`config.mk`:
```
export PLATFORM = sky130hd
export DESIGN_NAME = memory_stage
export DESIGN_NICKNAME = d
export VERILOG_FILES = /design/src/rtl/cpu_types_pkg.sv /design/src/rtl/link_reg.sv /design/src/rtl/memory_stage.sv
export SDC_FILE = /design/constraint.sdc
export NUM_CORES = 1
export LEC_CHECK = 0
export BUFFER_PORTS_ARGS = -buffer_cell sky130_fd_sc_hd__buf_2
export CORE_ASPECT_RATIO = 0.75
export CORE_MARGIN = 8
export CORE_UTILIZATION = 39
export CTS_CLUSTER_DIAMETER = 150
export DETAILED_ROUTE_END_ITERATION = 8
export PLACE_DENSITY = 0.76
export RECOVER_POWER = 100
export SKIP_CTS_REPAIR_TIMING = 1
export SYNTH_ARGS = -nofsm -noshare
export SYNTH_HDL_FRONTEND = slang
export SYNTH_SLANG_ARGS = --single-unit
```
`constraint.sdc`:
```
create_clock -name CLK -period 2.75 [get_ports CLK]
set_clock_uncertainty 0.1 [all_clocks]
set_input_delay 0.1375 -clock CLK [delete_from_list [all_inputs] [get_ports CLK]]
set_output_delay 0.1375 -clock CLK [all_outputs]
set_load 0.03 [all_outputs]
```
`src/rtl/cpu_types_pkg.sv`:
```
// Shared CPU types: machine word and the memory-stage FSM encoding.
// No logic; latency and backpressure do not apply.
package cpu_types_pkg;

    typedef logic [31:0] word_t;

    // Addresses are compared at word granularity, so the link stores only [31:2].
    typedef logic [29:0] waddr_t;

    typedef enum logic [1:0] {
        IDLE = 2'd0,
        WAIT = 2'd1,
        DONE = 2'd2
    } memstage_state_t;

endpackage

```
`src/rtl/link_reg.sv`:
```
// LL/SC link register with coherence snoop; clear beats set in the same cycle.
// Latency: state updates on the next edge, link_hit is combinational; no backpressure.
module link_reg
    import cpu_types_pkg::*;
(
    input  logic   CLK,
    input  logic   nRST,
    input  logic   set,
    input  logic   clr_sc,
    input  logic   sw_hit,
    input  waddr_t addr,
    input  logic   ccinv,
    input  waddr_t ccaddr,
    output logic   link_hit
);

    logic   link_valid;
    waddr_t link_addr;
    logic   clr;

    assign link_hit = link_valid & (link_addr == addr);

    // A store or snoop to the linked word breaks the reservation whether or not it is valid.
    assign clr = clr_sc
               | (sw_hit & (link_addr == addr))
               | (ccinv  & (link_addr == ccaddr));

    always_ff @(posedge CLK or negedge nRST) begin
        if (!nRST) begin
            link_valid <= 1'b0;
            link_addr  <= '0;
        end else if (clr) begin
            link_valid <= 1'b0;
        end else if (set) begin
            link_valid <= 1'b1;
            link_addr  <= addr;
        end
    end

endmodule

```
`src/rtl/memory_stage.sv`:
```
// MEM stage controller: issues dcache LW/SW/LL/SC requests, captures load/SC result, owns link and halt.
// Latency: N+2 cycles for an access with N wait cycles, 1 for others; mem_stall holds upstream until dhit.
module memory_stage
    import cpu_types_pkg::*;
(
    input  logic  CLK,
    input  logic  nRST,
    input  logic  memRd_MEM,
    input  logic  memWr_MEM,
    input  logic  ll_MEM,
    input  logic  sc_MEM,
    input  logic  halt_MEM,
    input  word_t addr_MEM,
    input  word_t busB_MEM,
    input  logic  dhit,
    input  word_t dmemload,
    input  logic  ccinv,
    input  word_t ccaddr,
    output logic  dmemREN,
    output logic  dmemWEN,
    output word_t dmemaddr,
    output word_t dmemstore,
    output logic  mem_stall,
    output word_t rdata_MEM,
    output logic  halt
);

    memstage_state_t state, next_state;

    logic link_hit;
    logic sc_fail;
    logic issue;
    logic req_on;
    logic hit;
    logic sc_fail_done;
    logic unused_ccaddr_lsb;

    assign unused_ccaddr_lsb = ^ccaddr[1:0];

    assign sc_fail = sc_MEM & ~link_hit;
    // Reset gates the request combinationally so an in-flight access drops the moment nRST falls.
    assign issue   = nRST & ~halt & (memRd_MEM | memWr_MEM) & ~sc_fail;

    always_ff @(posedge CLK or negedge nRST) begin
        if (!nRST) begin
            state <= IDLE;
        end else begin
            state <= next_state;
        end
    end

    always_comb begin
        next_state = state;
        req_on     = 1'b0;
        case (state)
            IDLE: begin
                if (issue) begin
                    req_on     = 1'b1;
                    next_state = dhit ? DONE : WAIT;
                end
            end
            WAIT: begin
                req_on = nRST;
                if (dhit) begin
                    next_state = DONE;
                end
            end
            DONE: begin
                // Instruction is still in MEM this cycle; stay quiet so it is not reissued.
                next_state = IDLE;
            end
            default: begin
                next_state = IDLE;
            end
        endcase
    end

    assign mem_stall = req_on;
    assign dmemREN   = req_on & memRd_MEM;
    assign dmemWEN   = req_on & memWr_MEM;
    assign dmemaddr  = addr_MEM;
    assign dmemstore = busB_MEM;

    assign hit          = req_on & dhit;
    assign sc_fail_done = (state == IDLE) & nRST & ~halt & sc_fail;

    always_ff @(posedge CLK or negedge nRST) begin
        if (!nRST) begin
            rdata_MEM <= '0;
        end else if (hit & memRd_MEM) begin
            rdata_MEM <= dmemload;
        end else if (hit & sc_MEM) begin
            rdata_MEM <= 32'd1;
        end else if (sc_fail_done) begin
            rdata_MEM <= 32'd0;
        end
    end

    always_ff @(posedge CLK or negedge nRST) begin
        if (!nRST) begin
            halt <= 1'b0;
        end else if (halt_MEM & ~mem_stall) begin
            halt <= 1'b1;
        end
    end

    link_reg u_link_reg (
        .CLK     (CLK),
        .nRST    (nRST),
        .set     (hit & ll_MEM),
        .clr_sc  ((hit & sc_MEM) | sc_fail_done),
        .sw_hit  (hit & memWr_MEM),
        .addr    (addr_MEM[31:2]),
        .ccinv   (ccinv),
        .ccaddr  (ccaddr[31:2]),
        .link_hit(link_hit)
    );

endmodule

```
==> summary.md <==
| Metric | Value |
|---|---|
| Routed via count | 3031 |
| Syn Inst Count | approximately 310 |
| Top Ports | ~240 |
| HP Class | input pin to flop |
| Critical path arrival | roughly 2900 ps |
| First-pass GRT wire length | about 15 mm |
| Drt pass-1 iters | 4 |
| Element type at the critical path end | flop |
| Crit-path max FO | 7 |
| Non-Filler Instances | about 630 |
| Synth unique cells | 30 |
| F_max | ~0.36 GHz |
| Port Buffer Count | ~170 |
| Final Max Slew Viols | between 60 and 70 |
| Met2 Usage GRT | approximately a quarter |
| Worst-path clk slew | approximately 50 ps |
| Syn_nets | 450 |
| Top FF cell, synth | dfrtp_1 |
| Mux contribution to synthesized area | 9.196% |
| Latest clock arrival within the worst-skew pair | approximately 320 ps |
| Failing checks | capacitance limit, slew limit, setup timing |
| Synthesized-area fraction occupied by and/or/nand/nor cells | approximately 6.9% |
| Setup WS pre-CTS | -158.0 ps |
| Post-Synth Adder-Cell Area | 0% |
| Setup Viol. Count Final | 25 |
| Startpoint class of the critical path | flop |
| DP HPWL | 7.573 mm |
| Final net count | about 630 |
| Cell Area, Synth | ~3700 µm² |
| Initial Util | 40.27% |
| Die W | around 130 µm |
| DRC Markers | 0 |
| CTS Buf Count | 9 |
| Worst r2r src | u_link_reg.link_addr[8]$_DFFE_PN0P_ |
| Dpl cells | 546 |
| Largest family of logic cells by synthesized area | buffers and inverters |
| WL final | about 11 mm |
| Static Leak | 2.464 nW |
| Area added between synthesis and finish | 43.77% |
| Power, Total | around 2.6 mW |
| FF+latch count, synth | 66 |
| Sequential share of the synthesized area | roughly 45% |
| Area after DPL | around 4300 µm² |
| GR Util met3 | around 4.8% |
| Post-synth top area share | 44.96% |
| Worst setup margin | -21.47 ps |
| Synth Area in Compound Gates | just under 10% |
| H-tree lvl count | 3 |
| EDFF count, synth | 0 |
| Initial antenna violation count | 1 |
| P per Cell Area | slightly below 500 nW/µm² |
| CP Launch Point | u_link_reg.link_addr[8]$_DFFE_PN0P_ |
| Vias in the first global route | between 2000 and 3000 |
| CTS tree | built |
| Status | complete, but fails checks |
| Die ar. | around 13000 µm² |
| FFs w/ async S/R, synth | 100.0% |
| CP Class | flop to flop |
| Clk sink count | between 60 and 70 |
| Slew headroom | -8.831% |
| Gr usage total | 15.11% |
| Hold_sp | addr_MEM[3] |
| Actual slew at the worst max-slew pin | 1632 ps |
| Commonest cells post-synth | dfrtp_1, buf_4, xnor2_1, a22o_1, mux2_1 |
| Final Hold Viols | 0 |
| Fraction of layout cells with a size suffix above 1 | 34.61% |
| ANT nets after route | 0 |
| Syn Area/Cell | 11.74 µm² |
| Min cycle time layout | between 2000 and 3000 ps |
| Met1 Use GR | between 10% and 20% |
| Total grt overflow | 0 |
| Post-Synth XOR/XNOR Area | between 10 and 15% |
| Most frequent cell after synthesis | dfrtp_1 |
| Req. time, crit path | between 2000 and 3000 ps |
| Die H | between 100 and 150 µm |
| Synth warn | 0 |
| CTS root buf | clkbuf_16 |
| Final Hold Slack | 3.679 ps |
| Busiest layer in global routing | met2 |
| CTS max path bufs | 2 |
| Cell taking the most area after synthesis | dfrtp_1 |
| Largest cells by area after synthesis | dfrtp_1, buf_4, xnor2_1 |
| IR drop worst, VDD | ~0.37 mV |
| Post-DR wirelength/cell | 18.10 µm |
| First DRT Iteration DRCs | 176 |
| Core region area | ~9100 µm² |
| GP Congestion | about 0.77 |
| Finished Cell Area | 5281 µm² |
| Final Util | 57.90% |
| Pin count of the biggest net entering global routing | 67 |
| Fin crit share | 100.8% |
| RSZ-0062 raised after global routing | true |
| DR vias/cell | between 4 and 5 |
| Post-Route Setup TNS | -276.8 ps |
| # Max-Cap Violations | 1 |
| Std-Cell Rows | 30 |
==> area by class of cell <==
class	instances	area (µm²)
antenna	1	2.502
clock buffer	11	232.7
clock inverter	5	55.05
fill	786	3840
inverter	2	7.507
multi-input combinational	171	1607
sequential	66	1652
tap	128	160.2
timing repair buffer	242	1565
==> registers in the layout, indices dropped and copies added, names as in the netlist <==
name and flops:
halt 1, rdata_MEM 32, state 2, u_link_reg.link_addr 30, u_link_reg.link_valid 1
==> power by group <==
part           internal (mW)  switching [mW]  leakage, nW
combinational          0.214           0.255         1.42
sequential              1.02          0.0341        0.905
clock                  0.698           0.402        0.136
==> worst max-delay path, stage by stage, from the launching register on <==
cell       delay, ps
dfrtp_1          420
xnor2_1          200
nand4_1          200
nor4_4           330
a41oi_2          180
o31a_1           310
nor4b_4          240
buf_6            180
clkbuf_16        170
mux2_1           320
==> placed cells by master, fill, tap and decap left out, types with 2 or more instances in the layout <==
cell type	instances
a22o_1	31
and2_4	2
buf_12	3
buf_2	103
buf_4	11
buf_6	5
clkbuf_1	62
clkbuf_16	11
clkinv_2	2
clkinvlp_4	2
dfrtp_1	66
dlygate4sd3_1	57
inv_1	2
mux2_1	8
mux2_4	22
nand2_1	4
nand3_1	2
nand4_1	13
nor2_1	3
nor2b_1	2
nor3_2	2
nor4_1	4
o21ai_0	2
o31a_1	2
xnor2_1	45
xnor2_2	2
xor2_1	13
==> metal layers <==
layer / vias to the layer above / wire length, µm
met1: 1504 / 4556
li1: 1398 / -
met4: 0 / 104
met3: 14 / 662
met5: - / 0
met2: 115 / 6009
==> path summary, 6_finish.rpt <==
path                                                   endpoint  slack, ps  cells after the start
min in group asynchronous  u_link_reg.link_addr[19]$_DFFE_PN0P_        380                      2
hold reg to reg                        rdata_MEM[6]$_DFFE_PN0P_        390                      1
setup / recovery           u_link_reg.link_addr[13]$_DFFE_PN0P_        -20                      9
hold / removal              u_link_reg.link_addr[1]$_DFFE_PN0P_          4                      2
setup reg to reg           u_link_reg.link_addr[13]$_DFFE_PN0P_        -20                      9
max in group asynchronous              rdata_MEM[6]$_DFFE_PN0P_       1190                      2
==> logic make-up after synthesis <==
| group | Yosys count |
|---|---|
| simple gates | 40 |
| mux | 30 |
| xor+xnor | 60 |
| flops | 66 |
| compound gates | 41 |
| buf+inv | 76 |
(Power assumes the default switching activity.)
